**config.mk**
```make
export PLATFORM = sky130hd
export DESIGN_NAME = seq_alu_flat
export DESIGN_NICKNAME = d
export VERILOG_FILES = /design/src/rtl/seq_alu_if.sv /design/src/rtl/seq_alu.sv /design/src/flat_wrapper.sv
export SDC_FILE = /design/constraint.sdc
export NUM_CORES = 1
export LEC_CHECK = 0
export ABC_AREA = 1
export CAP_MARGIN = 20
export CORE_UTILIZATION = 32
export DETAILED_ROUTE_END_ITERATION = 6
export SYNTH_ARGS = -nofsm -noshare
export SYNTH_HDL_FRONTEND = slang
export SYNTH_SLANG_ARGS = --single-unit
```
**constraint.sdc**
```tcl
create_clock -name clk -period 2.3 [get_ports clk]
set_clock_uncertainty 0.1 [all_clocks]
set_input_delay 0.575 -clock clk [delete_from_list [all_inputs] [get_ports clk]]
set_output_delay 0.575 -clock clk [all_outputs]
set_load 0.005 [all_outputs]
```
**src/rtl/seq_alu_if.sv**
```systemverilog
// Request/response channel of the sequential ALU: a valid/ready operation
// request (opcode, A, B) and a valid/ready result (G, ZCNV flags, illegal).
interface seq_alu_if #(
  parameter int XLEN = 32
) ();

  logic            in_valid;
  logic            in_ready;
  logic [3:0]      G_sel;
  logic [XLEN-1:0] A;
  logic [XLEN-1:0] B;
  logic            out_valid;
  logic            out_ready;
  logic [XLEN-1:0] G;
  logic [3:0]      ZCNVFlags;
  logic            illegal;

  modport master (
    output in_valid, G_sel, A, B, out_ready,
    input  in_ready, out_valid, G, ZCNVFlags, illegal
  );

  modport slave (
    input  in_valid, G_sel, A, B, out_ready,
    output in_ready, out_valid, G, ZCNVFlags, illegal
  );

endinterface

```
**src/rtl/seq_alu.sv**
```systemverilog
// Handshaked integer ALU with an iterative shifter moving SHIFT_STEP bits per
// cycle; results and ZCNV flags are registered and held until consumed.
module seq_alu #(
  parameter int XLEN       = 32,
  parameter int SHIFT_STEP = 4
) (
  input  logic      clk,
  input  logic      rst_n,
  seq_alu_if.slave  bus
);

  localparam int SHW = $clog2(XLEN);
  // One extra bit so SHIFT_STEP == XLEN is still representable in compares.
  localparam int CW  = SHW + 1;
  localparam logic [CW-1:0] STEP = CW'(SHIFT_STEP);

  typedef enum logic [3:0] {
    OP_ADD  = 4'b0000,
    OP_SUB  = 4'b0001,
    OP_SLL  = 4'b0010,
    OP_SLT  = 4'b0100,
    OP_SLTU = 4'b0110,
    OP_XOR  = 4'b1000,
    OP_SRL  = 4'b1010,
    OP_SRA  = 4'b1011,
    OP_OR   = 4'b1100,
    OP_AND  = 4'b1110
  } op_e;

  typedef enum logic [1:0] {S_IDLE, S_SHIFT, S_DONE} state_e;
  typedef enum logic [1:0] {SH_LL, SH_RL, SH_RA} shift_e;

  typedef struct packed {
    logic [XLEN-1:0] g;
    logic [3:0]      flags;
    logic            illegal;
  } result_t;

  state_e          state;
  logic [XLEN-1:0] work;
  logic [CW-1:0]   remaining;
  shift_e          shift_kind;
  logic            sign;
  result_t         res_q;

  result_t         res_c;
  logic            is_shift;
  shift_e          shift_kind_c;
  logic [SHW-1:0]  shamt;
  logic [XLEN:0]   sum;
  logic [XLEN-1:0] diff;
  logic            c_flag;
  logic            v_flag;

  logic [CW-1:0]   amt;
  logic [CW-1:0]   rem_next;
  logic [XLEN-1:0] shifted;

  assign bus.in_ready  = (state == S_IDLE);
  assign bus.out_valid = (state == S_DONE);
  assign bus.G         = res_q.g;
  assign bus.ZCNVFlags = res_q.flags;
  assign bus.illegal   = res_q.illegal;

  assign shamt = bus.B[SHW-1:0];

  // Single-cycle datapath; also yields the pass-through result for shamt=0.
  always_comb begin
    // NOTE: every always_comb output gets a default first so no path can infer a latch.
    res_c        = '0;
    c_flag       = 1'b0;
    v_flag       = 1'b0;
    is_shift     = 1'b0;
    shift_kind_c = SH_LL;
    sum          = {1'b0, bus.A} + {1'b0, bus.B};
    diff         = bus.A - bus.B;
    case (bus.G_sel)
      OP_ADD: begin
        res_c.g = sum[XLEN-1:0];
        c_flag  = sum[XLEN];
        v_flag  = (bus.A[XLEN-1] == bus.B[XLEN-1]) && (sum[XLEN-1] != bus.A[XLEN-1]);
      end
      OP_SUB: begin
        res_c.g = diff;
        c_flag  = (bus.A >= bus.B);
        v_flag  = (bus.A[XLEN-1] != bus.B[XLEN-1]) && (diff[XLEN-1] != bus.A[XLEN-1]);
      end
      OP_SLT:  res_c.g = {{(XLEN-1){1'b0}}, ($signed(bus.A) < $signed(bus.B))};
      OP_SLTU: res_c.g = {{(XLEN-1){1'b0}}, (bus.A < bus.B)};
      OP_XOR:  res_c.g = bus.A ^ bus.B;
      OP_OR:   res_c.g = bus.A | bus.B;
      OP_AND:  res_c.g = bus.A & bus.B;
      OP_SLL: begin
        res_c.g  = bus.A;
        is_shift = 1'b1;
      end
      OP_SRL: begin
        res_c.g      = bus.A;
        is_shift     = 1'b1;
        shift_kind_c = SH_RL;
      end
      OP_SRA: begin
        res_c.g      = bus.A;
        is_shift     = 1'b1;
        shift_kind_c = SH_RA;
      end
      default: res_c.illegal = 1'b1;
    endcase
    res_c.flags = {(res_c.g == '0), c_flag, res_c.g[XLEN-1], v_flag};
  end

  // One iteration of the shifter: at most SHIFT_STEP positions per cycle.
  always_comb begin
    amt      = (remaining < STEP) ? remaining : STEP;
    rem_next = remaining - amt;
    case (shift_kind)
      SH_LL:   shifted = work << amt;
      SH_RL:   shifted = work >> amt;
      default: shifted = (work >> amt) | (sign ? ~({XLEN{1'b1}} >> amt) : '0);
    endcase
  end

  // NOTE: sequential state uses non-blocking assignments only, and every
  // register (including the shifter working state) is cleared by the async reset.
  always_ff @(posedge clk or negedge rst_n) begin
    if (!rst_n) begin
      state      <= S_IDLE;
      work       <= '0;
      remaining  <= '0;
      shift_kind <= SH_LL;
      sign       <= 1'b0;
      res_q      <= '0;
    end else begin
      case (state)
        S_IDLE: begin
          if (bus.in_valid) begin
            if (is_shift && (shamt != '0)) begin
              work       <= bus.A;
              remaining  <= CW'(shamt);
              shift_kind <= shift_kind_c;
              sign       <= bus.A[XLEN-1];
              state      <= S_SHIFT;
            end else begin
              res_q <= res_c;
              state <= S_DONE;
            end
          end
        end
        S_SHIFT: begin
          work      <= shifted;
          remaining <= rem_next;
          if (rem_next == '0) begin
            res_q.g       <= shifted;
            res_q.flags   <= {(shifted == '0), 1'b0, shifted[XLEN-1], 1'b0};
            res_q.illegal <= 1'b0;
            state         <= S_DONE;
          end
        end
        S_DONE: begin
          if (bus.out_ready) state <= S_IDLE;
        end
        default: state <= S_IDLE;
      endcase
    end
  end

endmodule

```
**src/flat_wrapper.sv**
```systemverilog
// flat-port wrapper written by rule: the top's interface ports become plain ports
module seq_alu_flat 
#(
  parameter int XLEN       = 32,
  parameter int SHIFT_STEP = 4
)
  (clk, rst_n, bus_in_valid, bus_G_sel, bus_A, bus_B, bus_out_ready, bus_in_ready, bus_out_valid, bus_G, bus_ZCNVFlags, bus_illegal);
  seq_alu_if #(.XLEN(XLEN)) bus_i ();
  input  logic clk;
  input  logic rst_n;
  input wire logic [$bits(bus_i.in_valid)-1:0] bus_in_valid;
  input wire logic [$bits(bus_i.G_sel)-1:0] bus_G_sel;
  input wire logic [$bits(bus_i.A)-1:0] bus_A;
  input wire logic [$bits(bus_i.B)-1:0] bus_B;
  input wire logic [$bits(bus_i.out_ready)-1:0] bus_out_ready;
  output wire logic [$bits(bus_i.in_ready)-1:0] bus_in_ready;
  output wire logic [$bits(bus_i.out_valid)-1:0] bus_out_valid;
  output wire logic [$bits(bus_i.G)-1:0] bus_G;
  output wire logic [$bits(bus_i.ZCNVFlags)-1:0] bus_ZCNVFlags;
  output wire logic [$bits(bus_i.illegal)-1:0] bus_illegal;
  assign bus_i.in_valid = bus_in_valid;
  assign bus_i.G_sel = bus_G_sel;
  assign bus_i.A = bus_A;
  assign bus_i.B = bus_B;
  assign bus_i.out_ready = bus_out_ready;
  assign bus_in_ready = bus_i.in_ready;
  assign bus_out_valid = bus_i.out_valid;
  assign bus_G = bus_i.G;
  assign bus_ZCNVFlags = bus_i.ZCNVFlags;
  assign bus_illegal = bus_i.illegal;
  seq_alu #(.XLEN(XLEN), .SHIFT_STEP(SHIFT_STEP)) u_core (.clk(clk), .rst_n(rst_n), .bus(bus_i));
endmodule
```
==> flow_summary.ini <==
[global_routing]
gr-total-overflow = 0
grt_max_degree = 67
grt.total_usage_pct = 31.7
grt_pass1_vias = 18233
grt_pass1_wl_mm = 100
antenna_found_initial = 2

[sta]
fin_crit_ps = 2700
setup_ws_ps = -404
slew_violations = 0
hold_viol = 0
rsz0062_at_grt = true
setup_viol = 38
whs_ps = 393
max_freq_ghz = 0.370
period_share_pct = 118

[critical_path]
cp_top_family = simple AND/OR/NAND/NOR gates
reg2reg_slack_ps = -270
arrival_ps = 2890
worstSetupPathType = in2reg
cp_max_fo = 4
max_stage_delay_ps = 200
critPathBufInv = 6
r2r_end = u_core.bus.ZCNVFlags[3]
crit_path_start_kind = primary input
rr_worst_depth = 15
cp.required_ps = 2490
crit_path_end_kind = flop
cpMaxStageDelayCell = ha_4
timing.rr.start = u_core.remaining[5]
crit_chain = buf_6, inv_4, ha_4, buf_6, buf_6, nor2_4, nand2_2, inv_2, nand2_2, nand2_2, buf_4, nand2_1, nand3_1, nand3_2, nor2_1, nand3_1, nor2_1, nand2_1, nor2_2, nand3_2, a21oi_2

[placed_design]
dp_hpwl_mm = 51.9
place.gp.congestion = 1.00
io_buffer_count = 110
placed_cells = 3365

[yosys]
synthArstFlopShare_pct = 100
ys_ff_latch = 79
synthCells = 2278
synth.distinct_cells = 49
syn_area_um2 = 12700
avgSynthCellArea_um2 = 5.56
synth_warnings = 0
synthFlopType = dfrtp_1
syn-num-nets = 2455
synth_edf_count = 0
yosysSeqAreaShare_pct = 15.6

[pwr]
p_sw_uw = 8560
pwr-share-clk_pct = 9.0
ir_worst_vdd_mv = 0.423
p_int_uw = 9170
swShare_pct = 48.3
p_leak_uw = 0.0115
powerDensity_nw_per_um2 = 776
seqPwrFrac_pct = 13.9
pwr-share-comb_pct = 77.1

[routing]
viasPerCell = 5.29
drt_iter0_drc = 1507
post_drt_wl_per_cell_um = 19.5
routed_wl_mm = 68.2
dr.pass1.iters = 7
vias = 18532
drcViolationCount = 0
drtAntennaViolNets = 0

[cells_and_area]
finalNonFillerCells = 3500
drive_above_1_share_pct = 47.8
syn_to_final_growth_pct = 80.6
num_antenna_cells = 0
layout.nets = 3154

[min_path]
holdPathStages = 2
min_path_type = reg2reg
min_from = u_core.bus.G[2]
hold_path_end = u_core.bus.G[2]

[clock_network]
cts_buffers = 9
clock_sinks = 79
clock_path_buffers = 2
clkLatencyLatePin_ps = 350
h-tree-depth = 3
clkTransAtPathRegs_ps = 60
ctsRootBufferMaster = clkbuf_16
cts_tree = yes

[floorplanning]
io-pin-count = 111
die_h_um = 201
num_rows = 72
core-area_um2 = 38800
die_w_um = 201
die_area_um2 = 40400
start_util_pct = 32.6

[run]
drv_cap = 0

[run_status]
status = finished, violations left
violations = negative setup slack
-- cells by family after synthesis --
logic type	share of synthesized area (%)
flops	15.6
compound gates	15.4
buf+inv	14.3
fa+ha+maj	10.5
other cells	0.0296
simple gates	43.9
xor+xnor	0.346
-- timing repair --
item,4_1_cts,5_1_grt
pin swaps,179,105
cloned,1,13
hold buffers,1,0
endpoints found under the hold margin,13,0
gates resized for setup,833,329
setup endpoints to repair,79,61
setup buffers,79,35
-- how the worst max path moves through the flow --
stage	start	end	slack (ps)	cells after the start
final	bus_A[7]	u_core.bus.ZCNVFlags[3]	-400	21
after global routing	bus_A[7]	u_core.bus.ZCNVFlags[3]	-520	21
after global placement	bus_B[5]	u_core.bus.ZCNVFlags[3]	-1480	17
after floorplan	bus_B[0]	u_core.bus.ZCNVFlags[3]	-230	20
after CTS	bus_A[0]	u_core.bus.ZCNVFlags[3]	-270	19
after detailed placement	bus_B[7]	u_core.bus.ZCNVFlags[3]	-1510	20
-- stage by stage --
step	worst slack, ps	power, µW	TNS (ps)	util, %	cell area [µm²]
2_1_floorplan	-234	7710	-405	-	12900
3_5_place_dp	-1510	12800	-66220	47.4	18400
3_3_place_gp	-1480	12800	-64790	47.4	18400
4_1_cts	-270	15400	-3760	54.6	21200
5_1_grt	-521	18700	-12580	58.9	22900
6_report	-404	17700	-6960	58.9	22900
-- state kept, by name, summed over array words and instances (netlist names) --
register	flops
u_core.bus.G	31
u_core.bus.ZCNVFlags	4
u_core.bus.illegal	1
u_core.remaining	6
u_core.shift_kind	2
u_core.sign	1
u_core.state	2
u_core.work	32
-- cells in the final DEF (no fill, tap or decap), drive strengths merged, types with 2 or more instances in the layout --
cell type | Yosys | final
inv | 355 | 354
clkdlybuf4s15 | 0 | 20
o221ai | 7 | 7
nor3 | 15 | 15
ha | 103 | 103
bufinv | 0 | 2
o211ai | 51 | 51
dfrtp | 79 | 79
o21bai | 8 | 8
fa | 2 | 2
buf | 59 | 700
a221oi | 14 | 14
nand3b | 4 | 4
nor2 | 209 | 209
o22ai | 41 | 41
nor4 | 3 | 3
nand2 | 756 | 756
a21oi | 86 | 86
a21o | 2 | 2
a211oi | 2 | 2
and2 | 5 | 5
clkdlybuf4s50 | 0 | 41
o21ai | 83 | 83
xnor2 | 2 | 2
o311ai | 3 | 3
clkbuf | 33 | 27
nand3 | 305 | 305
xor2 | 3 | 3
dlygate4sd2 | 0 | 3
nand4 | 20 | 20
or2 | 5 | 5
a22oi | 11 | 11
clkinv | 0 | 2
o31ai | 5 | 5
-- cell usage after synthesis, drive strengths merged (2+ instances only) --
master    n  share of area (%)
a211oi    2               0.12
a21o      2               0.12
a21oi    86                3.4
a221oi   14               0.97
a22oi    11               0.65
and2      5               0.25
buf      59                2.8
clkbuf   33               0.98
dfrtp    79                 16
fa        2               0.32
ha      103                 10
inv     355                 11
nand2   756                 23
nand3   305                 12
nand3b    4               0.24
nand4    20               0.99
nor2    209                6.6
nor3     15               0.68
nor4      3               0.15
o211ai   51                3.0
o21ai    83                3.3
o21bai    8               0.47
o221ai    7               0.48
o22ai    41                2.0
o311ai    3               0.21
o31ai     5               0.30
or2       5               0.25
xnor2     2               0.14
xor2      3               0.21
-- cell type report --
type | instances | area (µm²)
inverter | 355 | 1390
timing repair buffer | 779 | 6750
multi-input combinational | 1752 | 11800
sequential | 79 | 1980
timing repair inverter | 1 | 8.76
fill | 3666 | 16000
tap | 518 | 648
clock inverter | 3 | 65.1
clock buffer | 13 | 260
-- power groups by stage --
stage	Clock [µW]	Sequential (µW)	Combinational, µW
5_1_grt	1650	2490	14600
2_1_floorplan	0	2320	5400
6_report	1600	2460	13700
3_3_place_gp	0	2430	10400
4_1_cts	1610	2420	11300
3_5_place_dp	0	2430	10400
-- routing by layer --
layer / share of wire [%] / wire (µm) / GRT usage, %
met1: 41 / 27800 / 40.6
met2: 48 / 32600 / 54.3
met3: 6.5 / 4430 / 2.44
met4: 4.9 / 3370 / 14.0
met5: 0 / 0 / 0
-- tightest hold or removal path: stages (launching register included) --
cell	delay, ps
dfrtp_1	350
nand2_1	50
nand2_1	60
(Power assumes the default switching activity.)
==> RTL change: new RTL, same settings <==
Encoding of `state_e`: now one-hot (3 bits for 3 states).
--- a/src/rtl/seq_alu.sv
+++ b/src/rtl/seq_alu.sv
@@ -27,7 +27,7 @@
     OP_AND  = 4'b1110
   } op_e;
 
-  typedef enum logic [1:0] {S_IDLE, S_SHIFT, S_DONE} state_e;
+  typedef enum logic [2:0] {S_IDLE = 3'b001, S_SHIFT = 3'b010, S_DONE = 3'b100} state_e;
   typedef enum logic [1:0] {SH_LL, SH_RL, SH_RA} shift_e;
 
   typedef struct packed {
Formal check against the unedited RTL: no difference found for any inputs over 4 cycles, from zero or initial values and one cycle with rst_n low; so few cycles prove little.
==> RTL change against the original RTL <==
- the run still ends with negative setup slack left
- setup slack got worse by 86 ps
- clock power decreased by 3%
- global-route usage increased by 0.13 points
- area after synthesis increased by 0.97%
- routed wire length decreased by 0.86%
- design area decreased by 1.1%
- synthesized cell count increased by 1.2%
- total power about the same
- utilization decreased by 0.93 points
- die area increased by 0.96%
- register-to-register slack got worse by 110 ps
- sequential share of layout area increased by 0.21 points
- sequential cell count increased by 1
- highest routed layer unchanged
==> RTL change: results <==
set metrics [dict create \
    place_congestion 0.996 \
    yosysSeqAreaShare 0.157 \
    critPathArrivalTime_ps 2980 \
    hpwl_um 53000 \
    io_buffers 110 \
    fin_ws_ps -490 \
    fin_tns_setup_ps -11330 \
    grt_max_degree 48 \
    largest_register_ffs 32 \
    status "complete, but fails checks" \
    layout-drive-gt1-share 0.451 \
    regMostFlops "u_core.work" \
    crit_family "compound AO/OA/AOI/OAI gates" \
    crit_end "u_core.bus.ZCNVFlags[0]$_DFFE_PN0P_" \
    yosysUniqueCellTypes 47 \
    grt_usage 0.318 \
    avgSynthCellArea_sq_um 5.55 \
    rrSetupSlack_ps -380 \
    syn-num-nets 2482 \
    rr_endpoint "u_core.bus.G[7]$_DFFE_PN0P_" \
    p_sw_uw 8530 \
    fin_hold_ws_ps 109 \
    crit_fanout 7 \
    cts_root_buf "clkbuf_16" \
    critPathSlowestCell "xor2_1" \
    antenna_found_initial 0 \
    grt_pass1_vias 18100 \
    antennaDiodeCount 0 \
    ir_worst_vdd_mv 0.445 \
    synthArstFlopShare 1.00 \
    clk_latency_ps 360 \
    clockBufferDepth 2 \
    final_nets 3150 \
    cts_made_buffers 9 \
    startpoint "bus_B[30]" \
    wl_per_cell_um 19.3 \
    synth_xor_area_frac 0.00480 \
    reg2reg_depth 16 \
    violations "negative setup slack" \
    wirelength_um 67600 \
    dp_slack_ps -1480 \
    place_area_sq_um 18600 \
    avgViaCountPerCell 5.24 \
    grt_pass1_wl_um 101000 \
    dp.cells 3371 \
    drt_iter0_drc 1445 \
    synthTopCellsByCount "nand2_1 (739), inv_1 (366), nand3_1 (338)" \
    clkTransAtPathRegs_ps 60 \
    synth-adder-area-share 0.104 \
    ys_top_cells_by_area "nand2_1 (22%), dfrtp_1 (15%), nand3_1 (13%), inv_1 (11%), ha_1 (10%)" \
    report.final.setup_viol 46 \
    cpPeakStageDelay_ps 310 \
    synth_compound_area_frac 0.147 \
    leakagePower_uw 0.0115 \
    yosysWarnings 0 \
    min_path_type "input port to asynchronous set/reset pin" \
    dr.pass1.iters 6 \
]
[RTL change: final cells by class]
cell class / count / area [sq um]
multi-input cells: 1756 / 11600
clock inverters: 5 / 81.3
well taps: 518 / 648
fillers: 3729 / 16400
repair buffers: 754 / 6560
clock buffers: 11 / 233
inverters: 372 / 1470
flip-flops and latches: 80 / 2000
[RTL change: power groups by stage]
stage	Sequential, uW	Clock [uW]	Combinational (uW)
floorplan	2270	0	5500
global placement	2390	0	10400
detailed placement	2400	0	10400
CTS	2380	1570	12100
global route	2500	1620	14700
finish	2470	1560	13700
[RTL change: per-layer routing]
| layer | track usage | vias up | wire, um |
|---|---|---|---|
| li1 | - | 8784 | - |
| met1 | 0.410 | 8748 | 28400 |
| met2 | 0.554 | 649 | 32900 |
| met3 | 0.0245 | 141 | 3550 |
| met4 | 0.115 | 0 | 2720 |
| met5 | 0 | - | 0 |
[RTL change: repair_timing]
action                     CTS  global route
gates resized for setup    717           283
pin swaps                  190           108
setup endpoints to repair   80            73
cloned                       7             5
setup buffers               73            30
